<file path="src/rtl/bcd_conv_pkg.sv">
// Shared types and helpers for the sequential BCD-to-binary converter.
package bcd_conv_pkg;

  localparam int unsigned BCD_DIGIT_W = 4;

  typedef enum logic [1:0] {
    IDLE,
    CONV,
    DONE
  } conv_state_e;

  // Bits needed to hold any value below 10^digits.
  function automatic int unsigned clog2_pow10(input int unsigned digits);
    longint unsigned pow = 64'd1;
    longint unsigned one = 64'd1;
    int unsigned     w   = 0;
    for (int unsigned i = 0; i < digits; i++) begin
      pow = pow * 64'd10;
    end
    while ((one << w) < pow) begin
      w = w + 1;
    end
    return w;
  endfunction

endpackage

</file>
<file path="src/rtl/bcd_digit_mac.sv">
// Combinational acc*10 + digit step plus a flag for a non-decimal digit.
module bcd_digit_mac
  import bcd_conv_pkg::*;
#(
  parameter int unsigned BIN_W = 14
) (
  input  logic [BIN_W-1:0]       acc_i,
  input  logic [BCD_DIGIT_W-1:0] digit_i,
  output logic [BIN_W+3:0]       sum_o,
  output logic                   bad_o
);

  logic [BIN_W+3:0] acc_ext;
  logic [BIN_W+3:0] digit_ext;

  always_comb begin
    acc_ext   = {4'b0000, acc_i};
    digit_ext = {{BIN_W{1'b0}}, digit_i};
    sum_o     = (acc_ext << 3) + (acc_ext << 1) + digit_ext;
    bad_o     = (digit_i > 4'd9);
  end

endmodule

</file>
<file path="src/rtl/bcd_binary_seq_converter.sv">
// Multi-cycle BCD-to-binary converter: one digit per clock, MSD first, valid/ready on both sides.
module bcd_binary_seq_converter
  import bcd_conv_pkg::*;
#(
  parameter int unsigned  DIGITS = 4,
  localparam int unsigned BIN_W  = clog2_pow10(DIGITS)
) (
  input  logic                          clk,
  input  logic                          rst_n,
  input  logic                          in_valid,
  output logic                          in_ready,
  input  logic [BCD_DIGIT_W*DIGITS-1:0] in_bcd,
  output logic                          out_valid,
  input  logic                          out_ready,
  output logic [BIN_W-1:0]              out_bin,
  output logic                          out_err
);

  localparam int unsigned CntW  = (DIGITS > 1) ? $clog2(DIGITS) : 1;
  localparam int unsigned WordW = BCD_DIGIT_W * DIGITS;

  conv_state_e      state_q, state_d;
  logic [WordW-1:0] digits_q, digits_d;
  logic [CntW-1:0]  cnt_q, cnt_d;
  logic [BIN_W-1:0] acc_q, acc_d;
  logic             err_q, err_d;
  logic             out_valid_q, out_valid_d;
  logic [BIN_W-1:0] out_bin_q, out_bin_d;
  logic             out_err_q, out_err_d;

  logic [BIN_W+3:0] mac_sum;
  logic             mac_bad;
  logic             unused_mac_hi;

  bcd_digit_mac #(
    .BIN_W(BIN_W)
  ) u_mac (
    .acc_i  (acc_q),
    .digit_i(digits_q[WordW-1 -: BCD_DIGIT_W]),
    .sum_o  (mac_sum),
    .bad_o  (mac_bad)
  );

  // Upper bits only carry for invalid digits, where the result is discarded anyway.
  assign unused_mac_hi = ^mac_sum[BIN_W+3:BIN_W];

  always_comb begin
    state_d     = state_q;
    digits_d    = digits_q;
    cnt_d       = cnt_q;
    acc_d       = acc_q;
    err_d       = err_q;
    out_valid_d = out_valid_q;
    out_bin_d   = out_bin_q;
    out_err_d   = out_err_q;
    unique case (state_q)
      IDLE: begin
        if (in_valid) begin
          digits_d = in_bcd;
          acc_d    = '0;
          err_d    = 1'b0;
          cnt_d    = '0;
          state_d  = CONV;
        end
      end
      CONV: begin
        acc_d    = mac_sum[BIN_W-1:0];
        err_d    = err_q | mac_bad;
        digits_d = digits_q << BCD_DIGIT_W;
        cnt_d    = cnt_q + CntW'(1);
        if (cnt_q == CntW'(DIGITS - 1)) begin
          state_d     = DONE;
          out_valid_d = 1'b1;
          out_bin_d   = err_d ? '0 : acc_d;
          out_err_d   = err_d;
        end
      end
      DONE: begin
        if (out_ready) begin
          state_d     = IDLE;
          out_valid_d = 1'b0;
        end
      end
      default: state_d = IDLE;
    endcase
  end

  always_ff @(posedge clk or negedge rst_n) begin
    if (!rst_n) begin
      state_q     <= IDLE;
      digits_q    <= '0;
      cnt_q       <= '0;
      acc_q       <= '0;
      err_q       <= 1'b0;
      out_valid_q <= 1'b0;
      out_bin_q   <= '0;
      out_err_q   <= 1'b0;
    end else begin
      state_q     <= state_d;
      digits_q    <= digits_d;
      cnt_q       <= cnt_d;
      acc_q       <= acc_d;
      err_q       <= err_d;
      out_valid_q <= out_valid_d;
      out_bin_q   <= out_bin_d;
      out_err_q   <= out_err_d;
    end
  end

  assign in_ready  = (state_q == IDLE);
  assign out_valid = out_valid_q;
  assign out_bin   = out_bin_q;
  assign out_err   = out_err_q;

endmodule

</file>
<file path="config.mk">
export PLATFORM = sky130hd
export DESIGN_NAME = bcd_binary_seq_converter
export DESIGN_NICKNAME = d
export VERILOG_FILES = /design/src/rtl/bcd_conv_pkg.sv /design/src/rtl/bcd_digit_mac.sv /design/src/rtl/bcd_binary_seq_converter.sv
export SDC_FILE = /design/constraint.sdc
export NUM_CORES = 1
export LEC_CHECK = 0
export ABC_CLOCK_PERIOD_IN_PS = 5700
export CORE_MARGIN = 2
export CORE_UTILIZATION = 36
export CTS_CLUSTER_DIAMETER = 60
export DETAILED_ROUTE_END_ITERATION = 8
export GPL_TIMING_DRIVEN = 0
export MAX_ROUTING_LAYER = met4
export PLACE_DENSITY = 0.62
export SYNTH_ARGS = -nofsm -noshare
export SYNTH_HDL_FRONTEND = slang
export SYNTH_HIERARCHICAL = 1
export SYNTH_SLANG_ARGS = --single-unit
</file>
<file path="constraint.sdc">
create_clock -name clk -period 5.7 [get_ports clk]
set_clock_uncertainty 0.15 [all_clocks]
set_input_delay 0.57 -clock clk [delete_from_list [all_inputs] [get_ports clk]]
set_output_delay 0.57 -clock clk [all_outputs]
set_load 0.05 [all_outputs]
</file>
; ---- Word level (Yosys, flattened, before mapping)
; Index checks and enable logic that the tools add are counted.
[word_totals]
regBits = 50
in_bits = 20
word_cells = 42
[op_classes]
n_addsub = 3
magnitude_cmp = 1
eq_ne = 6
n_mux = 16
bitwise_logic = 1
n_reduce_logical = 7
[op_table]
columns = cell, n
row1 = 16-bit case mux with 2 select lines, 1
row2 = 13-bit case mux with 2 select lines, 1
row3 = 16-bit two-way mux, 1
row4 = 14-bit adder, 1
row5 = 14-bit by 4-bit adder with 14-bit output, 1
row6 = 14-bit two-way mux, 1
row7 = 13-bit two-way mux, 1
row8 = 2-bit two-way mux, 4
row9 = "2-bit != test, second input constant", 3
row10 = 2-bit case mux with 3 select lines, 1
row11 = 3-bit AND reduction, 2
row12 = "2-bit == test, second input constant", 2
row13 = "4-bit > comparator, second input constant", 1
row14 = 1-bit case mux with 2 select lines, 2
row15 = 2-bit case mux with 2 select lines, 1
row16 = 2-bit AND reduction, 2
row17 = 2-bit nonzero test, 2
row18 = 1-bit two-way mux, 3
row19 = "2-bit by 1-bit adder with 2-bit output, second input constant", 1
row20 = "2-bit by 1-bit == test with 1-bit output, second input constant", 1
row21 = 2-bit logical NOT, 1
row22 = 1-bit bitwise OR, 1

; ---- Depth between registers and ports, before layout
[logic_depth]
ltp_word = 3
depth_mapped = 11
mapped_depth_nobuf = 11

; ---- Hierarchy
; Netlist, hierarchy kept.
[modules_own_cells]
columns = module, n_inst, cells_each, area_each_um2, seq_area_each_um2
row1 = bcd_binary_seq_converter, 1, 195, 2067.0, 1276.2
row2 = bcd_digit_mac, 1, 121, 934.6, 0.0

; ---- Worst setup path before layout
; OpenSTA, ideal clock, no wires.
[synth_path]
kind = register to register
from = register acc_q[0]
to = register acc_q[10]
setup_ps = 121
arrival_time_ps = 2308
required_time_ps = 5429
setup_slack_ps = 3121
path_stages_with_launch = 9
period_less_slack_ps = 2579
path_cell_list = dfrtp_1 inv_1 fa_1 fa_1 nor2b_1 o2111ai_1 a21boi_0 o311ai_1 a22o_1
[synth_via]
elab_chain_len = 3
[synth_lines]
columns = element, line
row1 = "start, declared", bcd_binary_seq_converter.sv:25  ; logic [BIN_W-1:0] acc_q, acc_d;
row2 = "start signal, assigned", bcd_binary_seq_converter.sv:93  ; acc_q <= '0;
row3 = "start signal, assigned", bcd_binary_seq_converter.sv:102  ; acc_q <= acc_d;
row4 = 14-bit adder, bcd_digit_mac.sv:19  ; sum_o = (acc_ext << 3) + (acc_ext << 1) + digit_ext;
row5 = 14-bit by 4-bit adder with 14-bit output, bcd_digit_mac.sv:19
row6 = net mac_sum[10], bcd_binary_seq_converter.sv:31  ; logic [BIN_W+3:0] mac_sum;
row7 = 13-bit case mux with 2 select lines, bcd_binary_seq_converter.sv:56  ; unique case (state_q)
; The timed path passes the listed nets, and every way through them passes these cells.
; A chain may end at the register's enable or synchronous reset.

; ---- Worst setup path in the final report
[layout_path]
from = register acc_q[0]
to = register out_bin_q[10] (netlist: out_bin[10])
[layout_via]
elab_chain_len = 3
[layout_lines]
columns = element, line
row1 = 14-bit adder, bcd_digit_mac.sv:19
row2 = 14-bit by 4-bit adder with 14-bit output, bcd_digit_mac.sv:19
row3 = net mac_sum[10], bcd_binary_seq_converter.sv:31
row4 = 14-bit two-way mux, bcd_binary_seq_converter.sv:74  ; out_bin_d = err_d ? '0 : acc_d;
row5 = "end signal, assigned", bcd_binary_seq_converter.sv:105  ; out_bin_q <= out_bin_d;
row6 = "end, declared", bcd_binary_seq_converter.sv:28  ; logic [BIN_W-1:0] out_bin_q, out_bin_d;
; The timed path passes the listed nets, and every way through them passes these cells.

==> key figures <==
Cells and area
  • Final Cell Area: 0.003344 sq mm
  • Diode count: 0
  • Layout net count: 377
  • Area Overhead vs Synth: 21.17%
  • Fraction of layout cells with a size suffix above 1: 0.08157

Timing
  • Worst Max-Slew Pin Slew: 0.5494 ns
  • Min Tclk post-route: 2.964 ns
  • RSZ-0062 raised after global routing: no
  • Tcrit/Tclk final: 0.5199
  • Setup-failing EPs final: 0
  • Final hold slack: 0.06525 ns
  • Fin. Hold Viols: 0
  • Relative slew margins: 0.6280
  • Max Slew Vio Count: 0
  • Final setup TNS: 0 ns
  • Final worst setup slack: 2.736 ns
  • Fmax: 0.3374 GHz

Detailed routing
  • DRT iter0 DRCs: 92
  • Vias/cell: 5.272
  • Vias after detailed routing: 2267
  • Routed wl met2: 3.047 mm
  • Metal3 WL: 228 um
  • Metal-1 WL: 2.910 mm
  • DRC: 0
  • Uppermost routed layer: met4
  • Final WL: 6.259 mm
  • Final ANT Viol Nets: 0
  • Wirelength per Cell: 14.56 um
  • Drt first pass iters: 4

Clock tree
  • Post-CTS Hold Buffers: 0
  • CTS tree: built
  • CTS buffer count: 5
  • CTS clk-pin slew, worst paths: 0.09 ns
  • Root buffer cell: clkbuf_8
  • Post-CTS Resized: 0
  • Htree depth: 2
  • Post-CTS Setup Repair Bufs: 0
  • Skew-Pair Late Insertion Delay: 0.31 ns
  • CTS max path bufs: 2
  • Sink Count: 50

Setup path
  • CP arrival: 3.05 ns
  • R2r endpoint: out_bin[10]
  • Worst EP required: 5.79 ns
  • Type of origin of the critical path: flip-flop
  • CP endpoint kind: flip-flop
  • Worst R2R Setup Slack: 2.74 ns
  • Worst setup path class: reg -> reg
  • Worst path most repeated cell: fa_1
  • Crit-path max FO: 3
  • Bufs and invs on worst path: 1
  • Family with the most delay on the worst path: adder cells
  • Slowest cell on crit path: fa_1
  • Max incr delay on CP: 0.53 ns
  • RR Startpoint: acc_q[0]
  • CP Cell Sequence: inv_1, fa_1, fa_1, nor2b_1, o2111ai_1, a21boi_0, o21ai_0, o311ai_1, nand2_1, o21ai_1
  • R2r worst-path depth: 10

Place
  • Pre-CTS setup slack: 2.783 ns
  • Area after DPL: 0.003249 sq mm
  • PortBufs: 35
  • RD Place Congestion: 0.8109
  • DP HPWL: 4.711 mm

Global route
  • Vias in the first global route: 2245
  • Largest net degree at the start of global routing: 31
  • First-pass GRT wire length: 10.74 mm
  • Total Routing Usage GR: 0.1627
  • GRT Residual Overflow: 0
  • Initial antenna violation count: 0

Yosys
  • Yosys synthesis warning count: 6
  • Post-Syn Area: 0.002760 sq mm
  • Syn Area/Cell: 9.617 sq um
  • Post-Syn Nets: 334
  • Cell count after synthesis: 287

Die
  • Die area: 0.008383 sq mm
  • Die span in y: 91.56 um
  • Num rows: 31
  • Ports: 37
  • CORE AREA: 0.007331 sq mm
  • Initial Util: 0.3765
  • Die width: 91.56 um

Run
  • Maxcap violations: 0

Run status
  • Outcome: completed

Hold path
  • Hold Path Class: in -> async
==> cell usage in the layout, fill, tap and decap left out, types with 4 or more instances in the layout <==
cell and n:
clkbuf_1 5, clkbuf_8 6, a21oi_1 27, o21ai_0 12
nor2b_1 4, clkdlybuf4s50_1 34, o22ai_1 24, o21ai_1 16
ha_1 25, xnor2_1 5, a22o_1 14, nand2_1 40
buf_2 10, nor2_1 16, dfrtp_1 50, inv_1 10
==> layout make-up <==
type / instances / area (sq um)
buffer: 17 / 86.33
multi-input combinational: 209 / 1381
fill: 697 / 3986
clock buffer: 6 / 82.58
tap: 99 / 123.9
inverter: 11 / 41.29
timing repair buffer: 36 / 365.4
sequential: 50 / 1251
clock inverter: 2 / 12.51
==> through the flow <==
step | cells | utilization
after floorplan | 287 | -
after global placement | 421 | 0.4412
after detailed placement | 422 | 0.4433
after CTS | 430 | 0.4562
after global routing | 430 | 0.4562
final | 430 | 0.4562
==> worst max-delay path by stage <==
stage               startpoint      endpoint  slack [ns]  cells after the start
floorplan             acc_q[0]     acc_q[10]        3.12                      8
global placement         rst_n  digits_q[10]        2.42                      1
detailed placement    acc_q[0]     acc_q[10]        2.78                      8
CTS                   acc_q[0]   out_bin[10]        2.74                     10
global route          acc_q[0]   out_bin[10]        2.46                     10
finish                acc_q[0]   out_bin[10]        2.74                     10
==> state kept, by name, indices dropped and copies added (netlist names) <==
signal,flops
err_q,1
state_q,2
out_err,1
out_bin,14
cnt_q,2
digits_q,16
out_valid,1
acc_q,13
==> routing by layer <==
| metal | GRT usage | up-vias |
|---|---|---|
| li1 | - | 1113 |
| met1 | 0.2077 | 1099 |
| met2 | 0.2690 | 47 |
| met3 | 0.02739 | 8 |
| met4 | 0.04167 | 0 |
| met5 | - | - |
Power is not shown: default switching activity piles up to over one toggle a cycle in this logic, so the estimate is an artifact.
